<file path="src/rtl/multicycle_ctrl_pkg.sv">
// Shared constants, state encoding and per-state control decode for the
// multi-cycle MIPS controller.
package mips_ctrl_pkg;

    localparam logic [5:0] OP_RTYPE = 6'b000000;
    localparam logic [5:0] OP_LW    = 6'b100011;
    localparam logic [5:0] OP_SW    = 6'b101011;
    localparam logic [5:0] OP_BEQ   = 6'b000100;
    localparam logic [5:0] OP_ADDI  = 6'b001000;
    localparam logic [5:0] OP_ANDI  = 6'b001100;
    localparam logic [5:0] OP_ORI   = 6'b001101;
    localparam logic [5:0] OP_SLTI  = 6'b001010;
    localparam logic [5:0] OP_J     = 6'b000010;

    localparam logic [5:0] F_ADD = 6'b100000;
    localparam logic [5:0] F_SUB = 6'b100010;
    localparam logic [5:0] F_AND = 6'b100100;
    localparam logic [5:0] F_OR  = 6'b100101;
    localparam logic [5:0] F_SLT = 6'b101010;
    localparam logic [5:0] F_NOR = 6'b100111;
    localparam logic [5:0] F_XOR = 6'b100110;

    localparam logic [2:0] AC3_ADD = 3'b010;
    localparam logic [2:0] AC3_SUB = 3'b110;
    localparam logic [2:0] AC3_AND = 3'b000;
    localparam logic [2:0] AC3_OR  = 3'b001;
    localparam logic [2:0] AC3_SLT = 3'b111;

    localparam logic [3:0] AC4_ADD = 4'b0010;
    localparam logic [3:0] AC4_SUB = 4'b0110;
    localparam logic [3:0] AC4_AND = 4'b0000;
    localparam logic [3:0] AC4_OR  = 4'b0001;
    localparam logic [3:0] AC4_SLT = 4'b0111;
    localparam logic [3:0] AC4_NOR = 4'b1100;
    localparam logic [3:0] AC4_XOR = 4'b0011;

    typedef enum logic [1:0] {
        ALUOP_ADD   = 2'b00,
        ALUOP_SUB   = 2'b01,
        ALUOP_FUNCT = 2'b10,
        ALUOP_IMM   = 2'b11
    } aluop_t;

    typedef enum logic [2:0] {
        FN_ADD, FN_SUB, FN_AND, FN_OR, FN_SLT, FN_NOR, FN_XOR
    } alufn_t;

    typedef enum logic [3:0] {
        S_FETCH, S_DECODE, S_MEMADR, S_MEMRD, S_MEMWB, S_MEMWR,
        S_EXECUTE, S_ALUWB, S_BRANCH, S_IMMEXEC, S_IMMWB, S_JUMP
    } state_t;

    typedef struct packed {
        logic       irwrite;
        logic       pcwrite;
        logic       branch;
        logic       memwrite;
        logic       regwrite;
        logic       alusrca;
        logic       iord;
        logic       memtoreg;
        logic       regdst;
        logic [1:0] alusrcb;
        logic [1:0] pcsrc;
        aluop_t     aluop;
        logic       done;
    } ctrl_t;

    function automatic logic funct_legal(input logic [5:0] funct, input logic ext);
        case (funct)
            F_ADD, F_SUB, F_AND, F_OR, F_SLT: return 1'b1;
            F_NOR, F_XOR:                     return ext;
            default:                          return 1'b0;
        endcase
    endfunction

    // FETCH doubles as the "illegal opcode" target out of DECODE.
    function automatic state_t decode_target(input logic [5:0] op, input logic ext);
        case (op)
            OP_LW, OP_SW:             return S_MEMADR;
            OP_RTYPE:                 return S_EXECUTE;
            OP_BEQ:                   return S_BRANCH;
            OP_ADDI:                  return S_IMMEXEC;
            OP_ANDI, OP_ORI, OP_SLTI: return ext ? S_IMMEXEC : S_FETCH;
            OP_J:                     return S_JUMP;
            default:                  return S_FETCH;
        endcase
    endfunction

    function automatic state_t next_state(input state_t s, input logic [5:0] op, input logic ext);
        case (s)
            S_FETCH:   return S_DECODE;
            S_DECODE:  return decode_target(op, ext);
            S_MEMADR:  return (op == OP_LW) ? S_MEMRD : S_MEMWR;
            S_MEMRD:   return S_MEMWB;
            S_EXECUTE: return S_ALUWB;
            S_IMMEXEC: return S_IMMWB;
            default:   return S_FETCH;
        endcase
    endfunction

    function automatic ctrl_t ctrl_of(input state_t s, input logic [5:0] op);
        ctrl_t c;
        c = '0;
        case (s)
            S_FETCH:   begin c.irwrite = 1'b1; c.pcwrite = 1'b1; c.alusrcb = 2'b01; end
            S_DECODE:  c.alusrcb = 2'b11;
            S_MEMADR:  begin c.alusrca = 1'b1; c.alusrcb = 2'b10; end
            S_MEMRD:   c.iord = 1'b1;
            S_MEMWB:   begin c.memtoreg = 1'b1; c.regwrite = 1'b1; c.done = 1'b1; end
            S_MEMWR:   begin c.iord = 1'b1; c.memwrite = 1'b1; c.done = 1'b1; end
            S_EXECUTE: begin c.alusrca = 1'b1; c.aluop = ALUOP_FUNCT; end
            S_ALUWB:   begin c.regdst = 1'b1; c.regwrite = 1'b1; c.done = 1'b1; end
            S_BRANCH:  begin
                c.alusrca = 1'b1; c.aluop = ALUOP_SUB; c.pcsrc = 2'b01;
                c.branch = 1'b1; c.done = 1'b1;
            end
            S_IMMEXEC: begin
                c.alusrca = 1'b1; c.alusrcb = 2'b10;
                c.aluop = (op == OP_ADDI) ? ALUOP_ADD : ALUOP_IMM;
            end
            S_IMMWB:   begin c.regwrite = 1'b1; c.done = 1'b1; end
            S_JUMP:    begin c.pcsrc = 2'b10; c.pcwrite = 1'b1; c.done = 1'b1; end
            default:   ;
        endcase
        return c;
    endfunction

endpackage

</file>
<file path="src/rtl/multicycle_ctrl_if.sv">
// Controller <-> datapath signal bundle; the controller is the master side.
interface multicycle_ctrl_if #(parameter int ALUCTRL_W = 3);
    logic [5:0]           op;
    logic [5:0]           funct;
    logic                 zero;
    logic                 pcen;
    logic                 memwrite;
    logic                 irwrite;
    logic                 regwrite;
    logic                 alusrca;
    logic                 iord;
    logic                 memtoreg;
    logic                 regdst;
    logic [1:0]           alusrcb;
    logic [1:0]           pcsrc;
    logic [ALUCTRL_W-1:0] alucontrol;
    logic                 illegal;
    logic                 instr_done;

    modport master (
        input  op, funct, zero,
        output pcen, memwrite, irwrite, regwrite, alusrca, iord, memtoreg, regdst,
               alusrcb, pcsrc, alucontrol, illegal, instr_done
    );

    modport slave (
        output op, funct, zero,
        input  pcen, memwrite, irwrite, regwrite, alusrca, iord, memtoreg, regdst,
               alusrcb, pcsrc, alucontrol, illegal, instr_done
    );
endinterface

</file>
<file path="src/rtl/multicycle_ctrl_aludec.sv">
// Combinational ALU decoder: aluop/op/funct to a 3- or 4-bit alucontrol code.
module alu_decoder_ext
    import mips_ctrl_pkg::*;
#(
    parameter int ALUCTRL_W = 3,
    parameter bit EXT_OPS   = 1'b0
) (
    input  aluop_t               aluop,
    input  logic [5:0]           op,
    input  logic [5:0]           funct,
    output logic [ALUCTRL_W-1:0] alucontrol
);

    alufn_t fn;

    always_comb begin
        fn = FN_ADD;
        case (aluop)
            ALUOP_SUB:   fn = FN_SUB;
            ALUOP_FUNCT: begin
                case (funct)
                    F_SUB:   fn = FN_SUB;
                    F_AND:   fn = FN_AND;
                    F_OR:    fn = FN_OR;
                    F_SLT:   fn = FN_SLT;
                    F_NOR:   if (EXT_OPS) fn = FN_NOR;
                    F_XOR:   if (EXT_OPS) fn = FN_XOR;
                    default: fn = FN_ADD;
                endcase
            end
            ALUOP_IMM: begin
                case (op)
                    OP_ANDI: fn = FN_AND;
                    OP_ORI:  fn = FN_OR;
                    OP_SLTI: fn = FN_SLT;
                    default: fn = FN_ADD;
                endcase
            end
            default:     fn = FN_ADD;
        endcase
    end

    if (ALUCTRL_W == 4) begin : g_w4
        always_comb begin
            case (fn)
                FN_SUB:  alucontrol = AC4_SUB;
                FN_AND:  alucontrol = AC4_AND;
                FN_OR:   alucontrol = AC4_OR;
                FN_SLT:  alucontrol = AC4_SLT;
                FN_NOR:  alucontrol = AC4_NOR;
                FN_XOR:  alucontrol = AC4_XOR;
                default: alucontrol = AC4_ADD;
            endcase
        end
    end else begin : g_w3
        always_comb begin
            case (fn)
                FN_SUB:  alucontrol = AC3_SUB;
                FN_AND:  alucontrol = AC3_AND;
                FN_OR:   alucontrol = AC3_OR;
                FN_SLT:  alucontrol = AC3_SLT;
                default: alucontrol = AC3_ADD;
            endcase
        end
    end

endmodule

</file>
<file path="src/rtl/multicycle_ctrl.sv">
// Multi-cycle MIPS control FSM; control word is registered alongside the state.
module multicycle_ctrl
    import mips_ctrl_pkg::*;
#(
    parameter int ALUCTRL_W = 3,
    parameter bit EXT_OPS   = 1'b0
) (
    input  logic              clk,
    input  logic              reset,
    multicycle_ctrl_if.master bus
);

    state_t state;
    state_t nxt;
    ctrl_t  ctl;
    ctrl_t  cur;
    logic   op_bad;
    logic   funct_bad;

    assign nxt = next_state(state, bus.op, EXT_OPS);

    always_ff @(posedge clk) begin
        if (reset) begin
            state <= S_FETCH;
            ctl   <= ctrl_of(S_FETCH, bus.op);
        end else begin
            state <= nxt;
            ctl   <= ctrl_of(nxt, bus.op);
        end
    end

    // Reset shows FETCH selects immediately, even mid-instruction.
    always_comb begin
        cur = ctl;
        if (reset) cur = ctrl_of(S_FETCH, bus.op);
    end

    assign op_bad    = (state == S_DECODE) && (decode_target(bus.op, EXT_OPS) == S_FETCH);
    assign funct_bad = (state == S_ALUWB) && !funct_legal(bus.funct, EXT_OPS);

    assign bus.pcen       = (cur.pcwrite | (cur.branch & bus.zero)) & ~reset;
    assign bus.irwrite    = cur.irwrite & ~reset;
    assign bus.memwrite   = cur.memwrite & ~reset;
    assign bus.regwrite   = cur.regwrite & ~funct_bad & ~reset;
    assign bus.illegal    = (op_bad | funct_bad) & ~reset;
    assign bus.instr_done = cur.done & ~reset;
    assign bus.alusrca    = cur.alusrca;
    assign bus.iord       = cur.iord;
    assign bus.memtoreg   = cur.memtoreg;
    assign bus.regdst     = cur.regdst;
    assign bus.alusrcb    = cur.alusrcb;
    assign bus.pcsrc      = cur.pcsrc;

    alu_decoder_ext #(
        .ALUCTRL_W (ALUCTRL_W),
        .EXT_OPS   (EXT_OPS)
    ) u_aludec (
        .aluop      (cur.aluop),
        .op         (bus.op),
        .funct      (bus.funct),
        .alucontrol (bus.alucontrol)
    );

endmodule

</file>
<file path="src/flat_wrapper.sv">
// flat-port wrapper written by rule: the top's interface ports become plain ports
module multicycle_ctrl_flat import mips_ctrl_pkg::*;
#(
    parameter int ALUCTRL_W = 3,
    parameter bit EXT_OPS   = 1'b0
)
  (clk, reset, bus_op, bus_funct, bus_zero, bus_pcen, bus_memwrite, bus_irwrite, bus_regwrite, bus_alusrca, bus_iord, bus_memtoreg, bus_regdst, bus_alusrcb, bus_pcsrc, bus_alucontrol, bus_illegal, bus_instr_done);
  multicycle_ctrl_if #(.ALUCTRL_W(ALUCTRL_W)) bus_i ();
  input  logic clk;
  input  logic reset;
  input wire logic [$bits(bus_i.op)-1:0] bus_op;
  input wire logic [$bits(bus_i.funct)-1:0] bus_funct;
  input wire logic [$bits(bus_i.zero)-1:0] bus_zero;
  output wire logic [$bits(bus_i.pcen)-1:0] bus_pcen;
  output wire logic [$bits(bus_i.memwrite)-1:0] bus_memwrite;
  output wire logic [$bits(bus_i.irwrite)-1:0] bus_irwrite;
  output wire logic [$bits(bus_i.regwrite)-1:0] bus_regwrite;
  output wire logic [$bits(bus_i.alusrca)-1:0] bus_alusrca;
  output wire logic [$bits(bus_i.iord)-1:0] bus_iord;
  output wire logic [$bits(bus_i.memtoreg)-1:0] bus_memtoreg;
  output wire logic [$bits(bus_i.regdst)-1:0] bus_regdst;
  output wire logic [$bits(bus_i.alusrcb)-1:0] bus_alusrcb;
  output wire logic [$bits(bus_i.pcsrc)-1:0] bus_pcsrc;
  output wire logic [$bits(bus_i.alucontrol)-1:0] bus_alucontrol;
  output wire logic [$bits(bus_i.illegal)-1:0] bus_illegal;
  output wire logic [$bits(bus_i.instr_done)-1:0] bus_instr_done;
  assign bus_i.op = bus_op;
  assign bus_i.funct = bus_funct;
  assign bus_i.zero = bus_zero;
  assign bus_pcen = bus_i.pcen;
  assign bus_memwrite = bus_i.memwrite;
  assign bus_irwrite = bus_i.irwrite;
  assign bus_regwrite = bus_i.regwrite;
  assign bus_alusrca = bus_i.alusrca;
  assign bus_iord = bus_i.iord;
  assign bus_memtoreg = bus_i.memtoreg;
  assign bus_regdst = bus_i.regdst;
  assign bus_alusrcb = bus_i.alusrcb;
  assign bus_pcsrc = bus_i.pcsrc;
  assign bus_alucontrol = bus_i.alucontrol;
  assign bus_illegal = bus_i.illegal;
  assign bus_instr_done = bus_i.instr_done;
  multicycle_ctrl #(.ALUCTRL_W(ALUCTRL_W), .EXT_OPS(EXT_OPS)) u_core (.clk(clk), .reset(reset), .bus(bus_i));
endmodule
</file>
<file path="config.mk">
export PLATFORM = sky130hd
export DESIGN_NAME = multicycle_ctrl_flat
export DESIGN_NICKNAME = d
export VERILOG_FILES = /design/src/rtl/multicycle_ctrl_pkg.sv /design/src/rtl/multicycle_ctrl_if.sv /design/src/rtl/multicycle_ctrl_aludec.sv /design/src/rtl/multicycle_ctrl.sv /design/src/flat_wrapper.sv
export SDC_FILE = /design/constraint.sdc
export NUM_CORES = 1
export LEC_CHECK = 0
export BUFFER_PORTS_ARGS = -buffer_cell sky130_fd_sc_hd__buf_2
export CAP_MARGIN = 10
export CORE_MARGIN = 10
export CORE_UTILIZATION = 55
export CTS_CLUSTER_DIAMETER = 30
export CTS_CLUSTER_SIZE = 30
export DETAILED_ROUTE_END_ITERATION = 8
export GPL_TIMING_DRIVEN = 0
export HOLD_SLACK_MARGIN = 0.05
export PLACE_DENSITY = 0.82
export SYNTH_ARGS = -nofsm -noshare
export SYNTH_HDL_FRONTEND = slang
export SYNTH_SLANG_ARGS = --single-unit
export TNS_END_PERCENT = 50
</file>
<file path="constraint.sdc">
create_clock -name clk -period 3.2 [get_ports clk]
set_clock_uncertainty 0.05 [all_clocks]
set_input_delay 0.8 -clock clk [delete_from_list [all_inputs] [get_ports clk]]
set_output_delay 0.8 -clock clk [all_outputs]
set_load 0.05 [all_outputs]
</file>
# Word level (Yosys, flattened, before mapping)
# Index checks and enable logic that the tools add are counted.
[totals]
wordCells = 101
register_bits = 20
output_inout_bits = 17
inputBits = 15
[op_classes]
n_reduce_logical = 15
mux = 23
bitwise = 12
n_eq_ne = 37
[ops]
columns = ["cell", "count"]
rows = [
  ["$eq A6 B6 Y1 const B", 7],
  ["$eq A4 B3 Y1 const B", 6],
  ["$eq A6 B4 Y1 const B", 4],
  ["$pmux W3 S4", 2],
  ["$pmux W4 S6", 1],
  ["$eq A4 B4 Y1 const B", 5],
  ["$pmux W4 S5", 1],
  ["$pmux W3 S3", 2],
  ["$eq A4 B2 Y1 const B", 4],
  ["$mux W16", 1],
  ["$logic_not A4 Y1", 3],
  ["$pmux W2 S3", 2],
  ["$mux W1", 11],
  ["$and A1 B1 Y1", 8],
  ["$eq A4 B1 Y1 const B", 2],
  ["$reduce_or A2 Y1", 4],
  ["$eq A3 B2 Y1 const B", 2],
  ["$eq A6 B2 Y1 const B", 1],
  ["$eq A6 B3 Y1 const B", 1],
  ["$logic_not A6 Y1", 1],
  ["$reduce_or A6 Y1", 1],
  ["$reduce_or A5 Y1", 1],
  ["$eq A2 B2 Y1 const B", 2],
  ["$pmux W2 S2", 1],
  ["11 further kinds", 14],
]

# Logic depth before layout (Yosys ltp)
# Gate-level depths: netlist of run 1.
[logic_depth]
depth_word = 8
ltp_mapped = 7
mapped_depth_nobuf = 6

# By module
# From an unflattened synthesis of run 1, not the netlist that was laid out.
[unflattened]
cells_unflattened = 138
area_unflattened_um2 = 1102.3
[modules_own_cells]
columns = ["mod", "seq_area_each_um2", "area_each_um2", "cells_each", "instances"]
rows = [
  ["multicycle_ctrl", 380.4, 979.7, 119, 1],
  ["alu_decoder_ext", 0.0, 122.6, 19, 1],
]

# Least setup slack after synthesis of run 1
# Ideal clock, no wire load.
[synth_timing]
kind = "input to output"
start = "in bus_op[2]"
end = "out bus_alucontrol[0]"
arrival_ns = 3.013
required_ns = 2.350
path_stages = 6
setup_slack_ns = -0.663
path_cell_list = "clkbuf_1 -> and2_1 -> a32oi_1 -> nor3b_1 -> inv_1 -> o21ai_0"
[synth_between]
elab_chain_len = 5
elab_cells_between_ends = 10
classes_between = "7 x eq/ne; 3 x mux"
[synth_rtl]
columns = ["element", "line_no", "source"]
rows = [
  ["start: declaration", "flat_wrapper.sv:11", "input wire logic [$bits(bus_i.op)-1:0] bus_op;"],
  ["$eq A6 B4 Y1", "multicycle_ctrl_aludec.sv:32", "case (op)"],
  ["$pmux W3 S3 (*)", "multicycle_ctrl_aludec.sv:32", ""],
  ["$pmux W3 S3 (*)", "multicycle_ctrl_aludec.sv:18", "case (aluop)"],
  ["$eq A3 B3 Y1 (tied with other cells)", "multicycle_ctrl_aludec.sv:57", "case (fn)"],
  ["$pmux W3 S4 (*)", "multicycle_ctrl_aludec.sv:57", ""],
  ["end: declaration", "flat_wrapper.sv:24", "output wire logic [$bits(bus_i.alucontrol)-1:0] bus_alucontrol;"],
]
# Mark *: on every way between the ends. The rest lies on a longest branch, timed or not.

# Final worst setup path of run 1
# Ends and elaborated chain as after synthesis.

==> flow_metrics.py, run 1 <==
metrics = {
    "status": {
        "status": "completed",
    },
    "final_layout": {
        "syn_to_final_growth_pct": 17.3,
        "antenna-diode-count": 0,
        "instances_no_fill": 196,
        "drive_gt1_frac": 0.266,
        "nets": 185,
        "final_area_um2": 1330,
        "fill_cells": 185,
    },
    "setup_path": {
        "critPathCaptureType": "output port",
        "cp_slowest_cell": "clkbuf_1",
        "crit_required_ns": 2.35,
        "crit_arrival_ns": 2.19,
        "reg2reg_from": "u_core.state[0]",
        "cp-start-kind": "input port",
        "crit_type": "input port to output port",
        "crit_fanout": 9,
        "r2r_slack_ns": 1.22,
        "cp_top_family": "buffers and inverters",
        "r2r_cells": 7,
        "max_stage_delay_ns": 0.33,
        "crit_cells": 7,
        "worstPathCellList": "clkbuf_1 > and2_1 > a32oi_1 > nor3b_1 > inv_1 > o21ai_1 > buf_2",
        "crit_start": "bus_op[2]",
        "worst_r2r_endpoint": "u_core.ctl[14]",
        "worst-path-buf-inv": 3,
        "crit_path_end": "bus_alucontrol[0]",
    },
    "worst_hold_path": {
        "hp-class": "register to register",
        "worstHoldStart": "u_core.state[3]",
    },
    "clock_network": {
        "cts_tree": "done",
        "clk_latency_ns": 0.31,
        "htreeDepth": 1,
        "cts_buffers": 3,
        "cts_root_buf": "clkbuf_4",
        "cts_setup_buffers": 0,
        "cts_hold_buffers": 0,
        "clock-sinks": 19,
        "clkSlewWorstSetupHoldPaths_ns": 0.11,
        "cts_buffer_depth": 2,
        "cts_resized": 0,
    },
    "power": {
        "power_density_nw_per_um2": 349,
        "leakage_uw": 0.000519,
        "peakVddDrop_mv": 0.260,
    },
    "flow_run": {
        "max_cap_violations": 0,
    },
    "sta": {
        "slew_headroom": 0.612,
        "tightest_slew_ns": 0.577,
        "finalCritPeriodShare": 0.951,
        "maxSlewViolCount": 0,
        "rsz0062_at_grt": "false",
        "max_clock_freq_mhz": 329,
        "hold_viol_final": 0,
        "period_minus_slack_ns": 3.04,
        "finalSetupViolations": 0,
    },
    "detailed_routing": {
        "drt_first_pass_iters": 4,
        "drtIter0Drc": 54,
        "drt_wl_total_um": 2800,
        "drc": 0,
        "routed-via-count": 1131,
        "drt-vias-per-instance": 5.77,
        "wire_per_inst_um": 14.3,
        "antenna_left": 0,
    },
    "die": {
        "dieWidth_um": 65.4,
        "dieArea_um2": 4270,
        "die_h_um": 65.4,
        "io_pins": 32,
        "rows": 16,
        "core_area_um2": 1960,
        "start_util": 0.577,
    },
    "yosys": {
        "ys_async_sr_fraction": 0,
        "syn_area_per_cell_um2": 8.21,
        "syn-cell-area_um2": 1130,
        "synth_top_area_cell": "dfxtp_1",
        "synth.distinct_cells": 44,
        "ys_seq_elements": 19,
        "synthTopCellsByCount": "19 x dfxtp_1, 10 x nor2b_1, 9 x nor2_1, 9 x nor3_1",
        "synth-main-ff-cell": "dfxtp_1",
        "synth_area_leaders": "dfxtp_1 34%, nor2b_1 5.5%, nand2b_1 4.4%, nor3_1 4.0%, a21oi_1 3.5%",
        "yosys_warnings": 0,
        "yosys.area.top_type_share": 0.336,
        "synthesis.nets": 153,
        "yosysSeqAreaShare": 0.336,
        "syn_inst": 138,
        "yosysMostFrequentCell": "dfxtp_1",
        "synth_edf_count": 0,
    },
    "placed_design": {
        "hpwl_um": 2200,
        "post_dp_cell_area_um2": 1300,
        "place_congestion": 0.863,
        "port_buffers": 27,
        "dp.cells": 192,
    },
    "global_routing": {
        "grt_pass1_vias": 1024,
        "grt_pass1_wl_um": 4620,
        "gr-total-overflow": 0,
        "grt_max_degree": 12,
        "gr-usage-all-layers": 0.133,
        "antenna_found_initial": 0,
    },
}
worst register-to-register path: stages, from the launching register on:
cell and delay, ns:
dfxtp_1 0.33, clkbuf_1 0.35, nor3b_2 0.42, a21oi_1 0.14, o221ai_2 0.11, buf_6 0.16
nand3_1 0.14, o221ai_1 0.20
routing by layer:
layer	wire (µm)	up-vias	part of all wire	GRT usage
met5	0	-	0	0
met4	39	0	0.014	0.0561
met3	254	5	0.091	0.0542
met2	1340	42	0.48	0.221
met1	1170	529	0.42	0.146
li1	-	555	-	-
flip-flops by register name (all words and copies together) (netlist names):
name,cells
u_core.state,4
u_core.ctl,15
per-stage QoR:
stage / setup slack (ns) / utilization / setup TNS [ns] / hold WS, ns / total power [µW]
4_1_cts: 0.149 / 0.677 / 0 / 0.645 / 466
6_report: 0.158 / 0.677 / 0 / 0.651 / 464
3_3_place_gp: 0.233 / 0.663 / 0 / 0.631 / 340
2_1_floorplan: -0.302 / - / -0.303 / 0.560 / 318
3_5_place_dp: 0.153 / 0.663 / 0 / 0.631 / 343
5_1_grt: 0.0000624 / 0.677 / 0 / 0.696 / 490
power breakdown:
group / switching [µW] / internal, µW / total (µW) / leakage, µW
registers: 2.09 / 243 / 245 / 0.000155
logic: 61.5 / 31.7 / 93.1 / 0.000346
clock network: 78.9 / 46.8 / 126 / 0.0000177
cells in the final DEF, fill, tap and decap left out, types with 8 or more instances in the layout:
cell type	synthesis	final
a21oi_1	8	8
nor2b_1	10	10
buf_2	0	27
nand2b_1	8	8
nor2_1	9	9
nor3_1	9	9
dfxtp_1	19	19
worst min-delay path by stage:
stage                                to  slack (ns)  cells past startpoint
after floorplan           u_core.ctl[2]        0.56                      2
after global placement    u_core.ctl[2]        0.63                      2
after detailed placement  u_core.ctl[2]        0.63                      2
after CTS                 u_core.ctl[2]        0.64                      2
after global routing      u_core.ctl[0]        0.70                      2
final                     u_core.ctl[2]        0.65                      2
final cells by class:
class / instances / area, µm² / area share
Clock inverter: 1 / 5.00 / 0.00377
Clock buffer: 3 / 22.5 / 0.0169
Tap cell: 27 / 33.8 / 0.0254
Inverter: 6 / 22.5 / 0.0169
Timing Repair Buffer: 27 / 135 / 0.102
Multi-Input combinational cell: 105 / 684 / 0.515
Buffer: 8 / 45.0 / 0.0339
Sequential cell: 19 / 380 / 0.286
kinds of logic after synthesis:
kind of cell | count (synthesis) | synth area share
AO/OA/AOI/OAI | 36 | 0.235
flip-flops | 19 | 0.336
AND/OR/NAND/NOR | 65 | 0.337
buffers and inverters | 14 | 0.0597
multiplexers | 1 | 0.00884
XOR/XNOR | 3 | 0.0232
Note: power is estimated with default switching activity, not from simulation.
==> inputs of run 2 (changes only) <==
--- a/config.mk
+++ b/config.mk
@@ -12,7 +12,6 @@
 export CTS_CLUSTER_DIAMETER = 30
 export CTS_CLUSTER_SIZE = 30
 export DETAILED_ROUTE_END_ITERATION = 8
-export GPL_TIMING_DRIVEN = 0
 export HOLD_SLACK_MARGIN = 0.05
 export PLACE_DENSITY = 0.82
 export SYNTH_ARGS = -nofsm -noshare
==> run 2 against run 1 <==
  * First-iteration DRC count decreased by 13%
  * Utilization down 0.89 points
  * Routed wire length fell by 3.9%
  * Critical path depth decreased by 1
  * Clock-buffer cell count unchanged
  * Global-route usage decreased by 0.32 points
  * Largest cell class unchanged
  * Combinational power down 5.2%
  * Non-clock buffer count shrank 3
  * Flip-flop and latch count is the same
  * Fmax increased by 3.0%
  * Design area shrank 1.3%
==> flow_metrics.py, run 2 (synthesized netlist as in run 1, its figures left out) <==
metrics = {
    "status": {
        "status": "completed",
    },
    "clock_network": {
        "cts_setup_buffers": 0,
        "cts_resized": 0,
        "cts_tree": "done",
        "clkSlewWorstSetupHoldPaths_ns": 0.11,
        "cts_buffer_depth": 2,
        "cts_hold_buffers": 0,
        "cts_buffers": 3,
        "clock-sinks": 19,
        "htreeDepth": 1,
        "cts_root_buf": "clkbuf_4",
        "clk_latency_ns": 0.30,
    },
    "die": {
        "start_util": 0.577,
        "rows": 16,
        "dieWidth_um": 65.4,
        "dieArea_um2": 4270,
        "die_h_um": 65.4,
        "io_pins": 32,
        "core_area_um2": 1960,
    },
    "global_routing": {
        "gr-total-overflow": 0,
        "antenna_found_initial": 0,
        "gr-usage-all-layers": 0.130,
        "grt_pass1_wl_um": 4640,
        "grt_max_degree": 27,
        "grt_busiest_layer": "met2",
        "grt_pass1_vias": 1017,
        "grtUsageMet2": 0.215,
        "grt_use_met3": 0.0542,
        "grt_util_met1": 0.151,
    },
    "detailed_routing": {
        "drt_wl_total_um": 2690,
        "wire_per_inst_um": 13.9,
        "drc": 0,
        "routed-via-count": 1055,
        "drt-vias-per-instance": 5.47,
        "antenna_left": 0,
        "drt_first_pass_iters": 4,
        "drtIter0Drc": 47,
    },
    "sta": {
        "tightest_slew_ns": 0.494,
        "finalCritPeriodShare": 0.923,
        "maxSlewViolCount": 0,
        "fin_setup_tns_ns": 0,
        "slew_headroom": 0.666,
        "rsz0062_at_grt": "false",
        "hold_viol_final": 0,
        "postLayoutSetupSlackWorst_ns": 0.246,
        "period_minus_slack_ns": 2.95,
        "finalSetupViolations": 0,
        "max_clock_freq_mhz": 339,
        "timing.hold.ws_ns": 0.648,
    },
    "final_layout": {
        "top_register": "u_core.ctl",
        "largest_reg_flops": 15,
        "syn_to_final_growth_pct": 15.8,
        "final_common_cell": "buf_2",
        "nets": 182,
        "fill_cells": 187,
        "drive_gt1_frac": 0.289,
        "reg_top3": "u_core.ctl x15, u_core.state x4",
        "finalCoreUtilization": 0.668,
        "antenna-diode-count": 0,
        "final_cell_mix": "31 x buf_2, 19 x dfxtp_1, 10 x nor2b_1",
    },
    "power": {
        "finalPower_uw": 452,
        "power_density_nw_per_um2": 345,
        "leakage_uw": 0.000520,
        "peakVddDrop_mv": 0.261,
    },
    "worst_hold_path": {
        "hp-class": "register to register",
    },
    "setup_path": {
        "critPathCaptureType": "output port",
        "crit_fanout": 5,
        "crit_arrival_ns": 2.10,
        "crit_type": "input port to output port",
        "crit_required_ns": 2.35,
        "cp-start-kind": "input port",
    },
    "placed_design": {
        "port_buffers": 31,
        "dp_slack_ns": 0.261,
        "hpwl_um": 2010,
        "place_congestion": 0.889,
    },
    "flow_run": {
        "max_cap_violations": 0,
    },
}
## run 2: cell types whose count changed in the layout (fill, tap and decap cells not counted)
cell,previous run,this run
buf_4,0,1
buf_2,27,31
clkbuf_1,6,0
buf_6,2,0
## run 2: worst paths after layout
kind / from / to / slack [ns] / depth (start not counted)
setup / recovery: bus_op[5] / bus_illegal / 0.25 / 6
hold / removal: u_core.state[0] / u_core.ctl[2] / 0.65 / 2
setup reg to reg: u_core.state[1] / u_core.ctl[14] / 1.31 / 5
hold reg to reg: u_core.state[0] / u_core.ctl[2] / 0.65 / 2
## run 2: critical path: stages
cell and delay (ns):
buf_2 0.13, or3_1 0.37, a211o_1 0.33, a31oi_1 0.19, nor2_1 0.06, buf_2 0.23
## run 2: final cells by class
type                            count  area [µm²]  share of cell area
Multi-Input combinational cell    105         684               0.522
Sequential cell                    19         380               0.290
Timing Repair Buffer               32         163               0.124
Tap cell                           27        33.8              0.0258
Clock buffer                        3        22.5              0.0172
Inverter                            6        22.5              0.0172
Clock inverter                      1        5.00             0.00382
## run 2: per-stage QoR
stage / cells / instance area (µm²)
6_report: 193 / 1310
5_1_grt: 193 / 1310
4_1_cts: 193 / 1310
3_5_place_dp: 189 / 1280
3_3_place_gp: 189 / 1280
2_1_floorplan: 138 / 1130
## run 2: report_power, final
part | internal, µW | switching (µW) | total (µW)
Clock | 46.5 | 69.8 | 116
Sequential | 243 | 4.81 | 247
Combinational | 30.6 | 57.7 | 88.3
Total | 320 | 132 | 452
## run 2: layer usage
layer  vias to the layer above  routed length [µm]
li1                        555                   -
met1                       465                1190
met2                        33                1260
met3                         2                 230
met4                         0                   9
met5                         -                   0
==> inputs of run 3 (changes only) <==
--- a/config.mk
+++ b/config.mk
@@ -5,15 +5,17 @@
 export SDC_FILE = /design/constraint.sdc
 export NUM_CORES = 1
 export LEC_CHECK = 0
+export ABC_AREA = 1
 export BUFFER_PORTS_ARGS = -buffer_cell sky130_fd_sc_hd__buf_2
 export CAP_MARGIN = 10
 export CORE_MARGIN = 10
-export CORE_UTILIZATION = 55
+export CORE_UTILIZATION = 50
 export CTS_CLUSTER_DIAMETER = 30
 export CTS_CLUSTER_SIZE = 30
 export DETAILED_ROUTE_END_ITERATION = 8
 export HOLD_SLACK_MARGIN = 0.05
-export PLACE_DENSITY = 0.82
+export MAX_ROUTING_LAYER = met4
+export PLACE_DENSITY = 0.76
 export SYNTH_ARGS = -nofsm -noshare
 export SYNTH_HDL_FRONTEND = slang
 export SYNTH_SLANG_ARGS = --single-unit
==> constraint.sdc (replaced) <==
create_clock -name clk -period 3.1 [get_ports clk]
set_clock_uncertainty 0.05 [all_clocks]
set_input_delay 0.775 -clock clk [delete_from_list [all_inputs] [get_ports clk]]
set_output_delay 0.775 -clock clk [all_outputs]
set_load 0.05 [all_outputs]
==> run 3 against run 2 <==
  * Cell count is 22% higher
  * Clock power rose by 8%
  * Non-clock buffer count unchanged
  * Flip-flop and latch count did not move
  * Combinational power shrank 11%
  * Critical path depth rose by 4
  * Synthesized area is 4.2% lower
  * Global-route usage grew 0.27 points
  * Clock-buffer cell count is 1 higher
  * Worst hold slack got worse by 0.081 ns
  * Critical path type unchanged
  * Highest routed layer unchanged
==> flow_metrics.py, run 3 <==
metrics = {
    "status": {
        "status": "completed",
    },
    "die": {
        "dieWidth_um": 66.6,
        "die_h_um": 66.6,
        "io_pins": 32,
        "dieArea_um2": 4430,
        "start_util": 0.537,
        "core_area_um2": 2020,
        "rows": 16,
    },
    "sta": {
        "finalCritPeriodShare": 0.919,
        "finalSetupViolations": 0,
        "fin_setup_tns_ns": 0,
        "timing.hold.ws_ns": 0.566,
        "rsz0062_at_grt": "false",
        "maxSlewViolCount": 0,
        "period_minus_slack_ns": 2.85,
        "hold_viol_final": 0,
        "max_clock_freq_mhz": 351,
        "slew_headroom": 0.791,
        "tightest_slew_ns": 0.313,
    },
    "clock_network": {
        "cts_buffers": 3,
        "clk_latency_ns": 0.30,
        "htreeDepth": 1,
        "cts_buffer_depth": 2,
        "cts_root_buf": "clkbuf_4",
        "cts_tree": "done",
        "clock-sinks": 19,
        "clkSlewWorstSetupHoldPaths_ns": 0.10,
        "cts_hold_buffers": 0,
    },
    "worst_hold_path": {
        "hp-class": "register to register",
    },
    "detailed_routing": {
        "routed-via-count": 1180,
        "drt-vias-per-instance": 5.02,
        "drt_first_pass_iters": 4,
        "antenna_left": 0,
        "drtIter0Drc": 47,
        "drc": 0,
        "wire_per_inst_um": 11.8,
        "drt_wl_total_um": 2760,
    },
    "setup_path": {
        "cp_top_family": "buffers and inverters",
        "crit_type": "input port to output port",
        "cp-start-kind": "input port",
        "crit_arrival_ns": 2.02,
        "crit_required_ns": 2.27,
        "cp_slowest_cell": "o21ai_0",
        "critPathCaptureType": "output port",
        "cpMostUsedCell": "inv_1",
        "crit_fanout": 6,
        "r2r_slack_ns": 1.61,
        "max_stage_delay_ns": 0.22,
        "worst-path-buf-inv": 5,
        "worstPathCellList": "buf_2 > inv_1 > nand2_1 > nor2_1 > inv_1 > o21ai_0 > inv_1 > nand3_1 > nand2_1 > buf_2",
    },
    "final_layout": {
        "final_common_cell": "nor2_1",
        "antenna-diode-count": 0,
        "largest_reg_flops": 15,
        "fill_cells": 209,
        "multi_input_area_um2": 568,
        "final_cell_mix": "35 x nor2_1, 33 x inv_1, 31 x buf_2",
        "syn_to_final_growth_pct": 20.1,
        "top_register": "u_core.ctl",
        "drive_gt1_frac": 0.226,
        "reg_top3": "u_core.ctl x15, u_core.state x4",
        "seqCellArea_um2": 380,
        "nets": 224,
    },
    "yosys": {
        "yosysSeqAreaShare": 0.351,
        "syn_area_per_cell_um2": 6.20,
        "yosys.area.top_type_share": 0.351,
        "yosysMostFrequentCell": "nor2_1",
        "synth.distinct_cells": 25,
        "synth_area_leaders": "dfxtp_1 35%, nor2_1 12%, inv_1 11%, nand2_1 9.3%, nand3_1 9.2%",
        "yosys_warnings": 0,
        "ys_async_sr_fraction": 0,
        "syn_inst": 175,
        "syn-cell-area_um2": 1080,
        "synth_top_area_cell": "dfxtp_1",
        "synth-main-ff-cell": "dfxtp_1",
        "synthTopCellsByCount": "35 x nor2_1, 33 x inv_1, 27 x nand2_1",
        "synth_edf_count": 0,
        "ys_seq_elements": 19,
        "synthesis.nets": 190,
    },
    "power": {
        "leakage_uw": 0.000701,
        "power_density_nw_per_um2": 351,
        "peakVddDrop_mv": 0.397,
        "finalPower_uw": 458,
    },
    "global_routing": {
        "antenna_found_initial": 0,
        "gr-total-overflow": 0,
        "grt_use_met3": 0.0502,
        "grt_busiest_layer": "met2",
        "grt_pass1_vias": 1106,
        "grt_pass1_wl_um": 4640,
        "grt_util_met1": 0.145,
        "grtUsageMet2": 0.214,
        "grt_max_degree": 29,
        "gr-usage-all-layers": 0.133,
    },
    "placed_design": {
        "port_buffers": 31,
        "hpwl_um": 2190,
        "place_congestion": 0.901,
    },
    "flow_run": {
        "max_cap_violations": 0,
    },
}
[run 3: cell type report]
class,count,share of cell area
Inverter,35,0.101
Timing Repair Buffer,32,0.125
Sequential cell,19,0.292
Clock buffer,4,0.0202
Tap cell,27,0.0259
Multi-Input combinational cell,118,0.436
[run 3: worst reg2reg max path: stages (launching register included)]
cell	delay, ns
dfxtp_1	0.42
inv_2	0.10
nor3_4	0.25
nand2_1	0.13
nand2_1	0.09
nor2_2	0.06
nor2b_1	0.14
nand2_1	0.07
nand3_1	0.07
[run 3: stage by stage]
stage,util,setup WS [ns],std cells,instance area (µm²)
detailed placement,0.628,0.161,231,1270
CTS,0.641,0.155,235,1300
global route,0.644,0.0879,235,1300
floorplan,-,0.0700,175,1080
global placement,0.628,0.282,231,1270
finish,0.644,0.251,235,1300
[run 3: cells by family after synthesis]
kind of cell	count (synthesis)	share of synthesized area
buffers and inverters	38	0.131
flip-flops	19	0.351
AND/OR/NAND/NOR	101	0.431
AO/OA/AOI/OAI	17	0.0865
[run 3: timing repair]
item,4_1_cts,5_1_grt
setup buffers,0,0
endpoints found under the setup margin,0,1
gates resized for setup,0,1
hold endpoints to repair,0,0
[run 3: worst paths after layout]
check	from	endpoint	cells past startpoint
max	reset	bus_alucontrol[2]	10
max reg2reg	u_core.state[0]	u_core.ctl[14]	8
min	u_core.state[3]	u_core.ctl[4]	2
min reg2reg	u_core.state[3]	u_core.ctl[4]	2
[run 3: routing by layer]
layer	wire length [µm]	part of all wire	vias to the layer above
li1	-	-	613
met1	1140	0.41	517
met2	1320	0.48	44
met3	264	0.096	6
met4	41	0.015	0
met5	0	0	-
[run 3: power breakdown]
part / leakage [µW] / switching [µW] / internal, µW / total, µW
sequential: 0.000155 / 3.16 / 250 / 253
clock: 0.0000150 / 75.3 / 50.2 / 125
combinational: 0.000532 / 55.1 / 23.9 / 79.0
total: 0.000701 / 134 / 324 / 458
